## config.mk

```make
export PLATFORM = sky130hd
export DESIGN_NAME = voice_allocator
export DESIGN_NICKNAME = d
export VERILOG_FILES = /design/src/rtl/synth_pkg.sv /design/src/rtl/voice_table.sv /design/src/rtl/voice_allocator.sv
export SDC_FILE = /design/constraint.sdc
export NUM_CORES = 1
export LEC_CHECK = 0
export CAP_MARGIN = 10
export CORE_UTILIZATION = 32
export DETAILED_ROUTE_END_ITERATION = 7
export PLACE_DENSITY = 0.59
export RECOVER_POWER = 100
export SYNTH_ARGS = -nofsm -noshare
export SYNTH_HDL_FRONTEND = slang
export SYNTH_HIERARCHICAL = 1
export SYNTH_SLANG_ARGS = --single-unit
```

## constraint.sdc

```tcl
create_clock -name i_clk -period 3.1 [get_ports i_clk]
set_input_delay 0.31 -clock i_clk [delete_from_list [all_inputs] [get_ports i_clk]]
set_output_delay 0.31 -clock i_clk [all_outputs]
set_load 0.03 [all_outputs]
```

## src/rtl/synth_pkg.sv

```systemverilog
`default_nettype none
// ============================================================================
// Module      : synth_pkg
// Description : Shared types and widths for the voice allocator: FSM state
//               encoding, voice-index / note / stamp widths and the modular
//               age helper used when choosing a voice to steal.
// Revision    : 1.0 - initial release
// ============================================================================
package synth_pkg;

    localparam int VIDX_W  = 8;
    localparam int NOTE_W  = 7;
    localparam int STAMP_W = 16;

    typedef enum logic [1:0] {
        ST_IDLE = 2'd0,
        ST_SCAN = 2'd1,
        ST_EMIT = 2'd2,
        ST_GAP  = 2'd3
    } state_t;

    // Age of a voice relative to the free-running counter; the subtraction
    // wraps so ordering stays correct across a 0xFFFF -> 0 rollover.
    function automatic logic [STAMP_W-1:0] stamp_age(
        input logic [STAMP_W-1:0] now,
        input logic [STAMP_W-1:0] stamp
    );
        return now - stamp;
    endfunction

endpackage
`default_nettype wire

```

## src/rtl/voice_table.sv

```systemverilog
`default_nettype none
// ============================================================================
// Module      : voice_table
// Description : Per-voice storage (active bit, note, and - when VOICE_STEAL_EN
//               is defined - a 16-bit age stamp). One combinational read
//               port, one synchronous write port. Active bits clear on reset.
// Ports       : i_clk, i_reset_n          clock / async active-low reset
//               i_rd_addr -> o_rd_*       read port
//               i_wr_en, i_wr_addr, i_wr_* write port
// Config      : VOICE_STEAL_EN adds the stamp storage and its port pair.
// Revision    : 1.0 - initial release
// ============================================================================
module voice_table
    import synth_pkg::*;
#(
    parameter int NUM_VOICES = 16,
    parameter int AW         = 4
) (
    input  logic               i_clk,
    input  logic               i_reset_n,
    input  logic [AW-1:0]      i_rd_addr,
    output logic               o_rd_active,
    output logic [NOTE_W-1:0]  o_rd_note,
`ifdef VOICE_STEAL_EN
    output logic [STAMP_W-1:0] o_rd_stamp,
    input  logic [STAMP_W-1:0] i_wr_stamp,
`endif
    input  logic               i_wr_en,
    input  logic [AW-1:0]      i_wr_addr,
    input  logic               i_wr_active,
    input  logic [NOTE_W-1:0]  i_wr_note
);

    logic              r_active [NUM_VOICES];
    logic [NOTE_W-1:0] r_note   [NUM_VOICES];

    always_ff @(posedge i_clk or negedge i_reset_n) begin
        if (!i_reset_n) begin
            for (int i = 0; i < NUM_VOICES; i++) begin
                r_active[i] <= 1'b0;
            end
        end else if (i_wr_en) begin
            r_active[i_wr_addr] <= i_wr_active;
        end
    end

    // Note contents are meaningless while the voice is inactive, so no reset.
    always_ff @(posedge i_clk) begin
        if (i_wr_en) begin
            r_note[i_wr_addr] <= i_wr_note;
        end
    end

    assign o_rd_active = r_active[i_rd_addr];
    assign o_rd_note   = r_note[i_rd_addr];

`ifdef VOICE_STEAL_EN
    logic [STAMP_W-1:0] r_stamp [NUM_VOICES];

    always_ff @(posedge i_clk) begin
        if (i_wr_en) begin
            r_stamp[i_wr_addr] <= i_wr_stamp;
        end
    end

    assign o_rd_stamp = r_stamp[i_rd_addr];
`endif

endmodule
`default_nettype wire

```

## src/rtl/voice_allocator.sv

```systemverilog
`default_nettype none
// ============================================================================
// Module      : voice_allocator
// Description : Assigns MIDI note events to a pool of NUM_VOICES voices. Each
//               accepted event is resolved by a linear scan (one voice per
//               clock), then one table write plus an o_flag strobe carrying
//               status/index/note, followed by a hold-off of UPDATE_GAP-1
//               cycles. Unresolvable events pulse o_drop instead.
// Ports       : i_clk, i_reset_n                       clock / async reset
//               i_note_valid/on/num/velocity, o_note_ready  event handshake
//               o_flag, o_note_status, o_voice_index, o_voice_note  update
//               o_drop                                 discarded-event pulse
// Config      : define VOICE_STEAL_EN to steal the oldest voice when the pool
//               is full (adds stamp storage, the "now" counter and the age
//               comparator); otherwise a full-pool note-on is dropped.
// Revision    : 1.0 - initial release
// ============================================================================
module voice_allocator
    import synth_pkg::*;
#(
    parameter int NUM_VOICES = 16,
    parameter int UPDATE_GAP = 8
) (
    input  logic              i_clk,
    input  logic              i_reset_n,
    input  logic              i_note_valid,
    input  logic              i_note_on,
    input  logic [6:0]        i_note_num,
    input  logic [6:0]        i_note_velocity,
    output logic              o_note_ready,
    output logic              o_flag,
    output logic              o_note_status,
    output logic [7:0]        o_voice_index,
    output logic [6:0]        o_voice_note,
    output logic              o_drop
);

    localparam int                AW       = (NUM_VOICES > 1) ? $clog2(NUM_VOICES) : 1;
    localparam logic [VIDX_W-1:0] LAST_IDX = VIDX_W'(NUM_VOICES - 1);
    localparam logic [15:0]       GAP_LOAD = 16'(UPDATE_GAP - 1);

    state_t              r_state;
    logic                r_ready;
    logic                r_flag;
    logic                r_status;
    logic [VIDX_W-1:0]   r_vidx;
    logic [NOTE_W-1:0]   r_vnote;
    logic                r_drop;

    logic [NOTE_W-1:0]   r_note;     // latched event note
    logic                r_on;       // note-on with non-zero velocity
    logic [VIDX_W-1:0]   r_scan_idx;
    logic                r_match_found;
    logic [VIDX_W-1:0]   r_match_idx;
    logic                r_free_found;
    logic [VIDX_W-1:0]   r_free_idx;
    logic [15:0]         r_gap;

    logic                w_rd_active;
    logic [NOTE_W-1:0]   w_rd_note;

    // Resolution of the scanned event, consumed in EMIT.
    logic                w_act_write;
    logic                w_act_active;
    logic                w_act_drop;
    logic [VIDX_W-1:0]   w_act_idx;

`ifdef VOICE_STEAL_EN
    logic [STAMP_W-1:0]  r_now;
    logic                r_old_found;
    logic [VIDX_W-1:0]   r_old_idx;
    logic [STAMP_W-1:0]  r_old_age;
    logic [STAMP_W-1:0]  w_rd_stamp;
    logic [STAMP_W-1:0]  w_age;

    assign w_age = stamp_age(r_now, w_rd_stamp);
`endif

    voice_table #(
        .NUM_VOICES (NUM_VOICES),
        .AW         (AW)
    ) u_table (
        .i_clk       (i_clk),
        .i_reset_n   (i_reset_n),
        .i_rd_addr   (r_scan_idx[AW-1:0]),
        .o_rd_active (w_rd_active),
        .o_rd_note   (w_rd_note),
`ifdef VOICE_STEAL_EN
        .o_rd_stamp  (w_rd_stamp),
        .i_wr_stamp  (r_now),
`endif
        .i_wr_en     ((r_state == ST_EMIT) && w_act_write),
        .i_wr_addr   (w_act_idx[AW-1:0]),
        .i_wr_active (w_act_active),
        .i_wr_note   (r_note)
    );

    always_comb begin
        w_act_write  = 1'b0;
        w_act_active = 1'b0;
        w_act_drop   = 1'b0;
        w_act_idx    = '0;
        if (r_on) begin
            if (r_match_found) begin
                w_act_write  = 1'b1;
                w_act_active = 1'b1;
                w_act_idx    = r_match_idx;
            end else if (r_free_found) begin
                w_act_write  = 1'b1;
                w_act_active = 1'b1;
                w_act_idx    = r_free_idx;
            end else begin
`ifdef VOICE_STEAL_EN
                // Pool full: every voice is active, so an oldest one exists.
                w_act_write  = 1'b1;
                w_act_active = 1'b1;
                w_act_idx    = r_old_idx;
`else
                w_act_drop   = 1'b1;
`endif
            end
        end else if (r_match_found) begin
            w_act_write  = 1'b1;
            w_act_active = 1'b0;
            w_act_idx    = r_match_idx;
        end else begin
            w_act_drop   = 1'b1;
        end
    end

    always_ff @(posedge i_clk or negedge i_reset_n) begin
        if (!i_reset_n) begin
            r_state       <= ST_IDLE;
            r_ready       <= 1'b0;
            r_flag        <= 1'b0;
            r_status      <= 1'b0;
            r_vidx        <= '0;
            r_vnote       <= '0;
            r_drop        <= 1'b0;
            r_note        <= '0;
            r_on          <= 1'b0;
            r_scan_idx    <= '0;
            r_match_found <= 1'b0;
            r_match_idx   <= '0;
            r_free_found  <= 1'b0;
            r_free_idx    <= '0;
            r_gap         <= '0;
`ifdef VOICE_STEAL_EN
            r_now         <= '0;
            r_old_found   <= 1'b0;
            r_old_idx     <= '0;
            r_old_age     <= '0;
`endif
        end else begin
            r_flag <= 1'b0;
            r_drop <= 1'b0;
            case (r_state)
                ST_IDLE: begin
                    // Ready is held low through reset and rises one clock later.
                    r_ready <= 1'b1;
                    if (i_note_valid && r_ready) begin
                        r_ready       <= 1'b0;
                        r_note        <= i_note_num;
                        r_on          <= i_note_on && (i_note_velocity != 7'd0);
                        r_scan_idx    <= '0;
                        r_match_found <= 1'b0;
                        r_match_idx   <= '0;
                        r_free_found  <= 1'b0;
                        r_free_idx    <= '0;
`ifdef VOICE_STEAL_EN
                        r_old_found   <= 1'b0;
                        r_old_idx     <= '0;
                        r_old_age     <= '0;
                        if (i_note_on && (i_note_velocity != 7'd0)) begin
                            r_now <= r_now + 16'd1;
                        end
`endif
                        r_state       <= ST_SCAN;
                    end
                end
                ST_SCAN: begin
                    if (w_rd_active && (w_rd_note == r_note) && !r_match_found) begin
                        r_match_found <= 1'b1;
                        r_match_idx   <= r_scan_idx;
                    end
                    if (!w_rd_active && !r_free_found) begin
                        r_free_found <= 1'b1;
                        r_free_idx   <= r_scan_idx;
                    end
`ifdef VOICE_STEAL_EN
                    // Strict compare keeps the lowest index on equal ages.
                    if (w_rd_active && (!r_old_found || (w_age > r_old_age))) begin
                        r_old_found <= 1'b1;
                        r_old_idx   <= r_scan_idx;
                        r_old_age   <= w_age;
                    end
`endif
                    if (r_scan_idx == LAST_IDX) begin
                        r_state <= ST_EMIT;
                    end else begin
                        r_scan_idx <= r_scan_idx + 8'd1;
                    end
                end
                ST_EMIT: begin
                    if (w_act_drop) begin
                        r_drop  <= 1'b1;
                        r_ready <= 1'b1;
                        r_state <= ST_IDLE;
                    end else begin
                        r_flag   <= 1'b1;
                        r_status <= w_act_active;
                        r_vidx   <= w_act_idx;
                        r_vnote  <= r_note;
                        r_gap    <= GAP_LOAD;
                        r_state  <= ST_GAP;
                    end
                end
                ST_GAP: begin
                    if (r_gap <= 16'd1) begin
                        r_ready <= 1'b1;
                        r_state <= ST_IDLE;
                    end else begin
                        r_gap <= r_gap - 16'd1;
                    end
                end
                default: begin
                    r_state <= ST_IDLE;
                end
            endcase
        end
    end

    assign o_note_ready  = r_ready;
    assign o_flag        = r_flag;
    assign o_note_status = r_status;
    assign o_voice_index = r_vidx;
    assign o_voice_note  = r_vnote;
    assign o_drop        = r_drop;

endmodule
`default_nettype wire

```

# Word-level counts from Yosys, hierarchy flattened
# Memory sizes are Yosys's and may differ from the RTL's.
# Cells that the tools add are included.
# word_totals
mem_count	1
mem_bits_rw	112
register_bits	87
in_bits	18
word_cells	127
# op_classes
muxes	49
magnitude_cmp	4
n_reduce_logical	23
addsub	2
n_eq_ne	14
n_bitwise	3
# mem_list
memory	depth	width	rd	rd_ports_with_merged_regs	wr	line_no	rtl
u_table.r_note	16	7	1	0	1	voice_table.sv:35	logic [NOTE_W-1:0] r_note [NUM_VOICES];
# ops
op	count
8-bit 2-to-1 mux	8
8-bit one-hot mux with 2 select lines	3
16-bit 2-to-1 mux	2
16-bit one-hot mux with 2 select lines	1
1-bit 2-to-1 mux	24
2-bit != test (second input constant)	9
3-bit AND reduction	6
16-bit bitwise mux	1
16-bit by 1-bit <= comparator with 1-bit output (second input constant)	1
16-bit by 1-bit subtractor with 16-bit output (second input constant)	1
5-bit greater-or-equal comparator (second input constant)	2
4-bit inverter with 5-bit output	2
8-bit by 1-bit adder with 8-bit output (second input constant)	1
8-bit by 4-bit == test with 1-bit output (second input constant)	1
2-bit 2-to-1 mux	4
2-bit one-hot mux with 4 select lines	1
7-bit == test	1
1-bit logical AND	7
7-bit nonzero test	1
5-bit by 1-bit < comparator with 1-bit output (second input constant)	1
1-bit binary-select mux with 4-bit select	1
1-bit demux with 4-bit select	1
2-bit == test (second input constant)	2
1-bit one-hot mux with 2 select lines	2
8 further kinds	12

# Depth between registers and ports, before layout
# depth
depth_word	9
ltp_mapped	10
depth_no_buf	8

# Cells and area by module
# The synthesis kept the hierarchy.
# modules_own_cells
mod	n_inst	area_per_inst_um2	cells_per_inst
voice_table	1	5096.1	238
voice_allocator	1	3311.9	321

# Worst setup path after synthesis
# No wires, ideal clock.
# synth_timing
path_type	register -> register
from	reg r_state[0]
to	reg u_table/r_active[3] in the netlist's numbering
path_stages_with_launch	10
arrival_time_ps	2742
required_time_ps	2975
period_less_slack_ps	2867
slack_ps	233
setup_ps	125
n_path_buf	3
path_cell_list	dfrtp_1 buf_2 nand2b_1 or2_2 clkbuf_1 inv_1 buf_2 or3b_2 nor2_1 mux2_2
# synth_via
elab_chain_cells	2
# synth_lines
element	line_no	rtl
from (decl)	voice_allocator.sv:42	state_t r_state;
from (signal assigned)	voice_allocator.sv:133	r_state <= ST_IDLE;
from (signal assigned)	voice_allocator.sv:178	r_state <= ST_SCAN;
from (signal assigned)	voice_allocator.sv:199	r_state <= ST_EMIT;
2-bit == test	voice_allocator.sv:92	.i_wr_en ((r_state == ST_EMIT) && w_act_write),
1-bit logical AND	voice_allocator.sv:92	
to (signal, indexed assignment)	voice_table.sv:43	r_active[i_wr_addr] <= i_wr_active;
to (decl)	voice_table.sv:34	logic r_active [NUM_VOICES];
# No other way between the ends.
# A chain may end at the register's enable or synchronous reset.

# Final worst setup path
# layout_timing
from	reg r_scan_idx[0]
to	reg r_match_idx[3]
# layout_via
elab_cells_between_ends	10
cone_classes	2 x eq/ne; 3 x mux; 1 x bitwise; 3 x reduce/logical; 1 x memory
# layout_lines
element	line_no	rtl
from (decl)	voice_allocator.sv:52	logic [VIDX_W-1:0] r_scan_idx;
from (signal assigned)	voice_allocator.sv:201	r_scan_idx <= r_scan_idx + 8'd1;
memory 16 x 7 bit	n/a	
named net w_rd_note[1]	voice_allocator.sv:60	logic [NOTE_W-1:0] w_rd_note;
7-bit == test	voice_allocator.sv:182	if (w_rd_active && (w_rd_note == r_note) && !r_match_found) begin
1-bit logical AND (2 in a row)	voice_allocator.sv:182	
2-bit != test (no line)	n/a	
3-bit AND reduction (no line)	n/a	
to (signal assigned)	voice_allocator.sv:184	r_match_idx <= r_scan_idx;
to (decl)	voice_allocator.sv:54	logic [VIDX_W-1:0] r_match_idx;
# The timed path passes the listed nets, and every way through them passes these cells. The select of a mux whose other input is x is not followed.

==> summary.md <==
| Metric | Value |
|---|---|
| Status | `complete, no violations` |
| Horiz. Die Dim | `~160 microns` |
| Period minus WS final | `roughly 3 ns` |
| Pwr Total | `8.36 mW` |
| Fin. max-slew vios | `0` |
| Syn nets | `580` |
| Total CTS buffers | `17` |
| Slowest-stage cell, CP | `mux4_1` |
| Total die area | `26900 sq um` |
| Fmax | `~330 MHz` |
| Clock tree buffer depth | `2` |
| First-pass GRT wire length | `28.1 mm` |
| Dpl hpwl | `around 12 mm` |
| Asr flop ratio synth | `a little over two fifths` |
| Fraction of synthesized area in multiplexers | `15.2%` |
| Hold slack | `0.428 ns` |
| Worst-skew pair later-pin latency | `0.43 ns` |
| Warnings from Yosys | `6` |
| Final wirelength | `17.5 mm` |
| Starting Density | `between 30% and 40%` |
| Post-CTS setup buffer count | `0` |
| Initial drt markers | `roughly 210` |
| Share of post-route cells with drive strength above 1 | `15.9%` |
| LEAKAGE | `3.83 nW` |
| Ports | `37` |
| Post-synthesis sequential area ratio | `65.9%` |
| Remaining DRCs | `0` |
| Setup tns final | `0 ns` |
| I/O Buffers | `36` |
| Setup CP Type | `reg2reg` |
| Top FF cell, synth | `edfxtp_1` |
| Hold Crit Endpoint | `r_note[3]` |
| Max_cap viols | `0` |
| FP Rows | `58` |
| Vias in the first global route | `5107` |
| Core Region | `25500 sq um` |
| Post-synth EDFFs | `112` |
| Number of diodes | `0` |
| Crit-path max FO | `18` |
| Placed insts | `932` |
| ANT nets after route | `0` |
| Pre-CTS setup slack | `around 0.045 ns` |
| Clk root buf | `clkbuf_16` |
| Syn Inst Count | `559` |
| Clock sink count | `199` |
| Nets@finish | `644` |
| Worst path max stage delay | `0.56 ns` |
| Final setup margin | `0.111 ns` |
| Max IR drop VDD | `0.000442 V` |
| Largest net degree at the start of global routing | `between 80 and 90` |
| Synth unique cells | `54` |
| Critical-path cell list | `buf_12 > mux4_1 > a22oi_1 > nand2_1 > xor2_1 > nor4b_1 > nand4_1 > nand2_4 > mux2_2` |
| Drt via density | `a little over 5` |
| P&R area growth vs syn | `17.3%` |
| WHS Path Cells | `3` |
| Die Y | `roughly 160 microns` |
| Finished Layout Cells | `about 970` |
| Synth Area in Compound Gates | `4.82%` |
| Main combinational cell family by area after synthesis | `multiplexers` |
| Reg-to-reg endpoint | `r_match_idx[3]` |
| Worst min-delay path category | `in2reg` |
| Fin. Hold Viols | `0` |
| Synthesized flop and latch total | `199` |
| CP top delay family | `simple AND/OR/NAND/NOR gates` |
| Vias | `4868` |
| Slew @ Worst Pin | `1.31 ns` |
| Detailed-route wire length per cell | `18.1 microns` |
| Fin crit share | `slightly below 100%` |
| R2R Path Start | `r_scan_idx[0]` |
| Grt total ovfl | `0` |
| Cells on worst reg2reg path | `9` |
| Total track usage | `13.9%` |
| CP required | `3.41 ns` |
| Hold_sp | `i_note_num[3]` |
| Clock transition at path regs | `0.07 ns` |
| Arrival @ worst endpoint | `3.30 ns` |
| Worst Skew | `0.0125 ns` |
| XOR/XNOR share of the synthesized area | `1.56%` |
| Buffer and inverter count on the worst path | `1` |
| CTS tree | `done` |
| H-tree Lvls | `4` |
| Routability congestion estimate | `about 0.76` |
| PD cells | `847 nW/um^2` |
| Drt pass-1 iters | `4` |
| Initial antenna violation count | `0` |
| Synth Area in Adders | `0.446%` |
| Simple-gate portion of the synthesized area | `10.1%` |
| # setup viols final | `0` |
| RSZ-0062 raised after global routing | `no` |
| Worst rel slew slack | `12.5%` |
| Reg2reg setup slack | `0.11 ns` |
| CP endpoint kind | `flip-flop` |
| Synth Cell Area | `between 8000 and 9000 sq um` |
| Avg Cell Area, Syn | `15.0 sq um` |
| Crit path launch type | `flip-flop` |
[tightest hold or removal path, cell delays in order]
cell and delay [ns]:
clkdlybuf4s50_1 0.41, nand2_1 0.06, nand2_1 0.04
[layer usage]
layer	share of wire (%)	track usage [%]	vias to the layer above
met5	0	0	-
met4	1.0	4.76	0
met3	2.1	2.53	16
met2	51	22.9	69
met1	45	18.3	2544
li1	-	-	2239
[cells by family (layout without fill, tap and decap cells)]
group,Yosys count,after routing
AND/OR/NAND/NOR,177,177
XOR/XNOR,15,15
flip-flops,199,199
adder cells (fa/ha/maj),3,3
AO/OA/AOI/OAI,58,58
buffers and inverters,29,106
multiplexers,78,78
[timing repair]
action	CTS	global route
hold endpoints to repair	0	15
hold buffers	0	1
endpoints found under the setup margin	0	8
resized for setup	0	2
[cell usage in the layout, fill, tap and decap left out, drive strengths merged, types with 4 or more instances in the layout]
master and n:
edfxtp 112, dfrtp 87, nand2 83, clkbuf 42
mux2 33, nor2 32, mux4 32, dlygate4sd3 20
clkdlybuf4s50 16, a22oi 16, o21ai 14, mux2i 13
nor3 11, xor2 10, and2 10, buf 10
inv 10, nor4 7, a21oi 6, nand3 6
a22o 5, xnor2 5, nand2b 4, clkinv 4
[synth_stat cells, types with 3 or more instances]
| cell | instances | share of area [%] |
|---|---|---|
| edfxtp_1 | 112 | 40 |
| dfrtp_1 | 87 | 26 |
| nand2_1 | 83 | 3.7 |
| mux2_2 | 33 | 4.4 |
| nor2_1 | 32 | 1.4 |
| mux4_2 | 18 | 4.8 |
| a22oi_1 | 16 | 1.4 |
| mux4_1 | 14 | 4.4 |
| o21ai_0 | 14 | 0.83 |
| mux2i_1 | 13 | 1.5 |
| and2_1 | 10 | 0.74 |
| clkbuf_1 | 10 | 0.45 |
| nor3_1 | 10 | 0.60 |
| xor2_1 | 10 | 1.0 |
| a21oi_1 | 6 | 0.36 |
| buf_2 | 6 | 0.36 |
| nand3_1 | 6 | 0.36 |
| nor4_1 | 6 | 0.45 |
| a22o_1 | 5 | 0.52 |
| xnor2_1 | 5 | 0.52 |
| buf_6 | 4 | 0.54 |
| inv_1 | 4 | 0.18 |
| nand2b_1 | 4 | 0.30 |
| and3_1 | 3 | 0.22 |
| clkdlybuf4s25_2 | 3 | 0.36 |
| ha_1 | 3 | 0.45 |
| or3_1 | 3 | 0.22 |
[per-stage QoR]
stage          util [%]  area, sq um
2_1_floorplan         -         8410
3_3_place_gp       36.5         9300
3_5_place_dp       36.5         9300
4_1_cts            38.9         9920
5_1_grt            38.7         9860
6_report           38.7         9860
[layout make-up]
cell class	instances	area (sq um)
inverters	4	15.0
flip-flops and latches	199	5540
repair buffers	70	583
fillers	2331	15600
clock buffers	18	429
multi-input cells	331	2700
clock inverters	14	186
well taps	330	413
[power by group]
group / internal (mW) / leakage [nW] / switching (mW)
clock: 1.29 / 0.300 / 1.00
sequential: 3.31 / 2.18 / 0.407
combinational: 1.01 / 1.35 / 1.33
[sequential cells by signal (all words and copies together) (netlist names)]
signal	cells
o_drop	1
o_flag	1
o_note_ready	1
o_note_status	1
o_voice_index	8
o_voice_note	7
r_free_found	1
r_free_idx	8
r_gap	16
r_match_found	1
r_match_idx	8
r_note	7
r_on	1
r_scan_idx	8
r_state	2
u_table/r_active	16
u_table/r_note	112
[how the worst max path moves through the flow]
stage | start | end | slack [ns] | depth (start not counted)
floorplan | r_state[0] | u_table/r_active[3] | 0.23 | 9
global placement | r_scan_idx[0] | r_match_idx[6] | 0.04 | 9
detailed placement | r_scan_idx[0] | r_match_idx[6] | 0.04 | 9
CTS | r_scan_idx[0] | r_match_idx[3] | 0.02 | 9
global route | r_scan_idx[0] | r_match_idx[3] | 0.0006 | 9
finish | r_scan_idx[0] | r_match_idx[3] | 0.11 | 9
Note: power is estimated with default switching activity, not from simulation.
==> RTL change 1, RTL diff (same flow settings) <==
The parameter `UPDATE_GAP` goes from 8 to 6.
--- a/src/rtl/voice_allocator.sv
+++ b/src/rtl/voice_allocator.sv
@@ -19,7 +19,7 @@
     import synth_pkg::*;
 #(
     parameter int NUM_VOICES = 16,
-    parameter int UPDATE_GAP = 8
+    parameter int UPDATE_GAP = 6
 ) (
     input  logic              i_clk,
     input  logic              i_reset_n,
Check against the original RTL: same outputs for any inputs over 10 cycles, from zero or initial values and one cycle with i_reset_n low; that may be too few to reach the edited logic, so the function may still have changed.
==> RTL change 1 against the unedited design <==
  * Highest routed layer unchanged
  * Worst hold slack better by 0.0016 ns
  * Sequential cell count unchanged
  * Power fell by 3.2%
  * Count of clock-buffer cells in the layout rose by 1
  * Sequential power about the same
  * Largest power group unchanged
  * Worst setup slack gained 0.030 ns
  * Routed wire length rose by 1.5%
  * Critical path type unchanged
  * Cell area decreased by 0.72%
  * Utilization down 0.28 points
  * Synthesized area hardly changed
==> RTL change 1: results (changes against the unedited design) <==
- Final period utilization: 95.5% (-0.96 points)
- GR met3 Demand/Resource: 3.01% (+0.48 points)
- Antenna Nets Post-Route: 0 (unchanged)
- Fraction of area in multi-input gates: 27.7% (+0.37 points)
- Post-DP HPWL: 11,700 µm (+0.67%)
- Clkbuf count: 19 (+1)
- Critical path fanouts, max: 14 (-4)
- Bufs w/o clock: 68 (-2.9%)
- Vias: 4,786 (-1.7%)
- Multi-input gates: 331 (unchanged)
- Worst VDD drop: 389 µV (-12%)
- H-tree levels: 4 (unchanged)
- Nets: 642 (-0.31%)
- Met2 Use GR: 23.9% (+0.96 points)
- Final cell count without fillers: 963 (-0.31%)
- P_leak: 3.78 nW (-1.2%)
- Layout non-clock buf frac: 5.89% (-0.021 points)
- Status: finished, final reports clean
- Vias in the first global route: 5,228 (+2.4%)
- Placer Congestion: 0.786 (+4.1%)
- Met1 Usage GRT: 18.5% (+0.13 points)
- Synth Area in Adders: 0.446% (about the same)
- Final wirelength: 17,700 µm (+1.5%)
- Register area: 5540 µm² (unchanged)
- GRT Total Usage: 14.3% (+0.41 points)
- Reg2Reg Setup Slack: 0.14 ns (+0.03 ns)
- YS warnings: 6 (unchanged)
- Post-synth cell types: 56 (+3.7%)
- Ranking of synthesized cells by area: edfxtp_1, dfrtp_1, mux4_2
- Post-synthesis compound-gate area fraction: 4.76% (-0.061 points)
- Xor/xnor share of the synthesized area: 1.56% (about the same)
- Register area share after synthesis: 65.9% (about the same)
- Clock-cell share of area: 5.46% (-0.79 points)
- Clk slew on worst S/H paths: 0.07 ns (about the same)
- Placed cells: 930 (-0.21%)
- Setup TNS: 0 ns (unchanged)
- Place WS: -0.0797 ns (-0.125 ns)
- HP Start: i_note_num[2]
- Internal cell power: 5.41 mW (-3.6%)
- First-pass GRT wire length: 28,700 µm (+2.3%)
- Post-CTS resize count: 2 (+2)
- Placed instance area: 9290 µm² (-0.12%)
- Share of cells above drive strength 1: 15.5% (-0.40 points)
- Design area: 9790 µm² (-0.72%)
- Most common cell after layout, fill and taps aside: edfxtp_1
- Die Area: 26,900 µm² (about the same)
- # fillers: 2,357 (+1.1%)
- DRT iter0 DRCs: 309 (+46%)
- Commonest cells in the netlist: edfxtp_1, dfrtp_1, nand2_1, mux2_2, nor2_1
- Setup Skew: 0.00800 ns (-0.00455 ns)
- Critical Path AT: 3.27 ns (-0.03 ns)
- Post-synthesis mux area share: 15.3% (+0.11 points)
- Worst-Margin Slew: 1.40 ns (+0.0844 ns)
[RTL change 1: cell families after synthesis]
family,count (synthesis)
AOI/OAI and AO/OA,57
adders and majority gates,3
xor gates and xnor gates,15
and+or+nand+nor,177
muxes,79
DFF,199
buffers and inverters,29
[RTL change 1: worst max-delay path, cell delays in order, from the launching register on]
cell and delay [ns]:
dfrtp_2 0.41, buf_12 0.19, mux4_1 0.56, a22oi_1 0.24
nand2_1 0.09, xor2_1 0.17, nor4b_2 0.32, nand4_1 0.28
nand2_4 0.22, mux2_2 0.36
[RTL change 1: through the flow]
stage | power, mW | hold slack, ns
2_1_floorplan | 5.33 | 0.0144
3_5_place_dp | 6.17 | 0.478
4_1_cts | 8.22 | 0.135
5_1_grt | 8.57 | 0.428
6_report | 8.09 | 0.429
3_3_place_gp | 6.11 | 0.470
[RTL change 1: worst paths after layout]
| check | to | cells past startpoint |
|---|---|---|
| worst max-delay path | r_match_idx[3] | 9 |
| min in group asynchronous | r_note[6] | 2 |
| worst min-delay path | r_note[2] | 3 |
| worst min register to register | o_voice_note[0] | 2 |
| worst max register to register | r_match_idx[3] | 9 |
| max in group asynchronous | r_scan_idx[0] | 3 |
[RTL change 1: layer usage]
| metal | part of all wire [%] | vias to the layer above |
|---|---|---|
| met3 | 3.8 | 17 |
| met5 | 0 | - |
| met2 | 51 | 77 |
| li1 | - | 2227 |
| met4 | 1.3 | 0 |
| met1 | 44 | 2465 |
[RTL change 1: power groups by stage]
stage	clock, mW	sequential [mW]	combinational [mW]
6_report	2.04	3.72	2.33
5_1_grt	2.19	3.79	2.59
4_1_cts	2.08	3.73	2.40
3_5_place_dp	0	3.79	2.39
3_3_place_gp	0	3.76	2.35
2_1_floorplan	0	3.82	1.51
==> RTL change 2, RTL diff (same flow settings) <==
Made on the original files. Re-encode `state_t` (4 states) as Gray code, 2 bits wide.
--- a/src/rtl/synth_pkg.sv
+++ b/src/rtl/synth_pkg.sv
@@ -13,10 +13,10 @@
     localparam int STAMP_W = 16;
 
     typedef enum logic [1:0] {
-        ST_IDLE = 2'd0,
-        ST_SCAN = 2'd1,
-        ST_EMIT = 2'd2,
-        ST_GAP  = 2'd3
+        ST_IDLE = 2'b00,
+        ST_SCAN = 2'b01,
+        ST_EMIT = 2'b11,
+        ST_GAP  = 2'b10
     } state_t;
 
     // Age of a voice relative to the free-running counter; the subtraction
Behaviour: same outputs for any inputs over 10 cycles, from zero or initial values and one cycle with i_reset_n low; not proved beyond that.
==> RTL change 2 against the unedited design <==
  * The flow now finishes with violations (max-capacitance violations, max-slew violations)
  * Clock power fell by 8%
  * Power fell by 4.6%
  * Sequential cell count unchanged
  * Worst hold slack got worse by 0.010 ns
  * Critical path depth rose by 1
  * Worst setup slack better by 0.0083 ns
  * Die area is 0.29% lower
  * Routed wire length increased by 4.9%
  * Cell area barely moved
  * Synthesized area fell by 0.30%
  * Highest routed layer unchanged
==> RTL change 2: results (changes against the unedited design) <==
- Critical path fanouts, max: 8 (-10)
- Maximum buffer depth of the clock tree: 2 (unchanged)
- Post-DP HPWL: 12,600 µm (+8.6%)
- GRT Total Usage: 14.5% (+0.64 points)
- Setup Skew: 0.00843 ns (-0.00412 ns)
- Xor/xnor share of the synthesized area: 2.19% (+0.63 points)
- Post-synthesis compound-gate area fraction: 4.30% (-0.52 points)
- Final cell count without fillers: 980 (+1.4%)
- Nets: 658 (+2.2%)
- Share of cells above drive strength 1: 17.4% (+1.5 points)
- DRT iter0 DRCs: 351 (+66%)
- H-tree levels: 4 (unchanged)
- Post-synth cell types: 53 (-1.9%)
- Register area share after synthesis: 66.1% (+0.20 points)
- Worst R2R Path Depth: 10 (+1)
- Synth Area per Inst: 15.1 µm² (about the same)
- Clk_lat worst skew: 0.43 ns (about the same)
- Ranking of synthesized cells by area: edfxtp_1, dfrtp_1, mux4_2
- First-pass GRT wire length: 29,300 µm (+4.3%)
- Placed instance area: 9360 µm² (+0.63%)
- Commonest cells in the netlist: edfxtp_1, dfrtp_1, nand2_1, nor2_1, mux2_2
- Net Count, Synth: 578 (-0.34%)
- Cts hold-fix bufs: 1 (+1)
- Synth Area in Adders: 0.448% (+0.0013 points)
- YS warnings: 6 (unchanged)
- NetSw: 2.60 mW (-5.1%)
- Critical Path AT: 3.29 ns (about the same)
- Max cap viols: 1 (+1)
- Vias in the first global route: 5,119 (+0.23%)
- Initial antenna violation count: 0 (unchanged)
- DR vias/cell: 4.98 (-1.1%)
- Top Registers: u_table/r_note: 112 flops, r_gap: 16 flops, u_table/r_active: 16 flops
- Post-CTS setup buffers: 0 (unchanged)
- Port bufs: 36 (unchanged)
- Placer Congestion: 0.778 (+3.0%)
- Post-synthesis mux area share: 15.0% (-0.21 points)
- Placed cells: 939 (+0.75%)
- Place WS: 0.0927 ns (+0.0477 ns)
- Worst VDD drop: 359 µV (-19%)
- Critical Path End: r_match_idx[0]
- Status: complete, but fails checks
- Largest area contributor in the netlist: edfxtp_1
- HP Start: i_note_num[0]
- Worst slew margin: -27.2% (-40 points)
- Final min period: 2.98 ns (-0.00828 ns)
- Largest net degree at the start of global routing: 37 (-58%)
- FF-to-FF Start: r_scan_idx[0]
- DR DRC count: 0 (unchanged)
- Max Slew Vio Count: 34 (+34)
- TritonCTS Buffers: 17 (unchanged)
- P_leak: 3.93 nW (+2.5%)
- Final wirelength: 18,300 µm (+4.9%)
- Failing checks: max-capacitance violations, max-slew violations
[RTL change 2: how the worst min path moves through the flow]
stage / endpoint / slack (ns) / cells after the start
after global placement: o_voice_index[6] / 0.29 / 1
after CTS: r_gap[6] / 0.38 / 2
after global routing: r_note[0] / 0.41 / 3
final: r_note[0] / 0.42 / 3
after detailed placement: o_voice_index[7] / 0.30 / 1
after floorplan: o_drop / 0.01 / 0
[RTL change 2: per-layer routing]
layer	part of all wire, %	wire length, µm	up-vias	global-route usage (%)
met1	46	8480	2548	19.7
met5	0	0	-	0
met3	3.5	641	13	2.75
met2	49	9040	84	23.9
li1	-	-	2237	-
met4	0.81	149	0	3.58
[RTL change 2: logic make-up (layout without fill, tap and decap cells)]
| kind of cell | Yosys count | count (layout) |
|---|---|---|
| fa+ha+maj | 3 | 3 |
| simple gates | 182 | 182 |
| compound gates | 49 | 49 |
| flops | 199 | 199 |
| buf+inv | 27 | 120 |
| mux | 76 | 76 |
| xor+xnor | 21 | 21 |
[RTL change 2: power groups by stage]
stage,clock [mW],sequential [mW],combinational [mW]
2_1_floorplan,0,3.63,1.44
3_3_place_gp,0,3.56,2.31
3_5_place_dp,0,3.58,2.35
4_1_cts,2.17,3.53,2.36
5_1_grt,2.27,3.57,2.56
6_report,2.11,3.53,2.34
[RTL change 2: layout make-up]
class	instances	area [µm²]
well taps	330	413
flip-flops and latches	199	5540
multi-input cells	331	2680
clock buffers	19	453
repair buffers	84	662
inverters	4	15.0
fillers	2348	15600
clock inverters	13	108
[RTL change 2: worst max-delay path, stage by stage, from the launching register on]
cell and delay, ns:
dfrtp_2 0.42, buf_4 0.22, mux4_1 0.57, a22oi_1 0.22
nand2_1 0.09, xor2_1 0.14, nor4b_1 0.35, nand4_1 0.23
nand2_2 0.15, buf_12 0.13, mux2_2 0.33
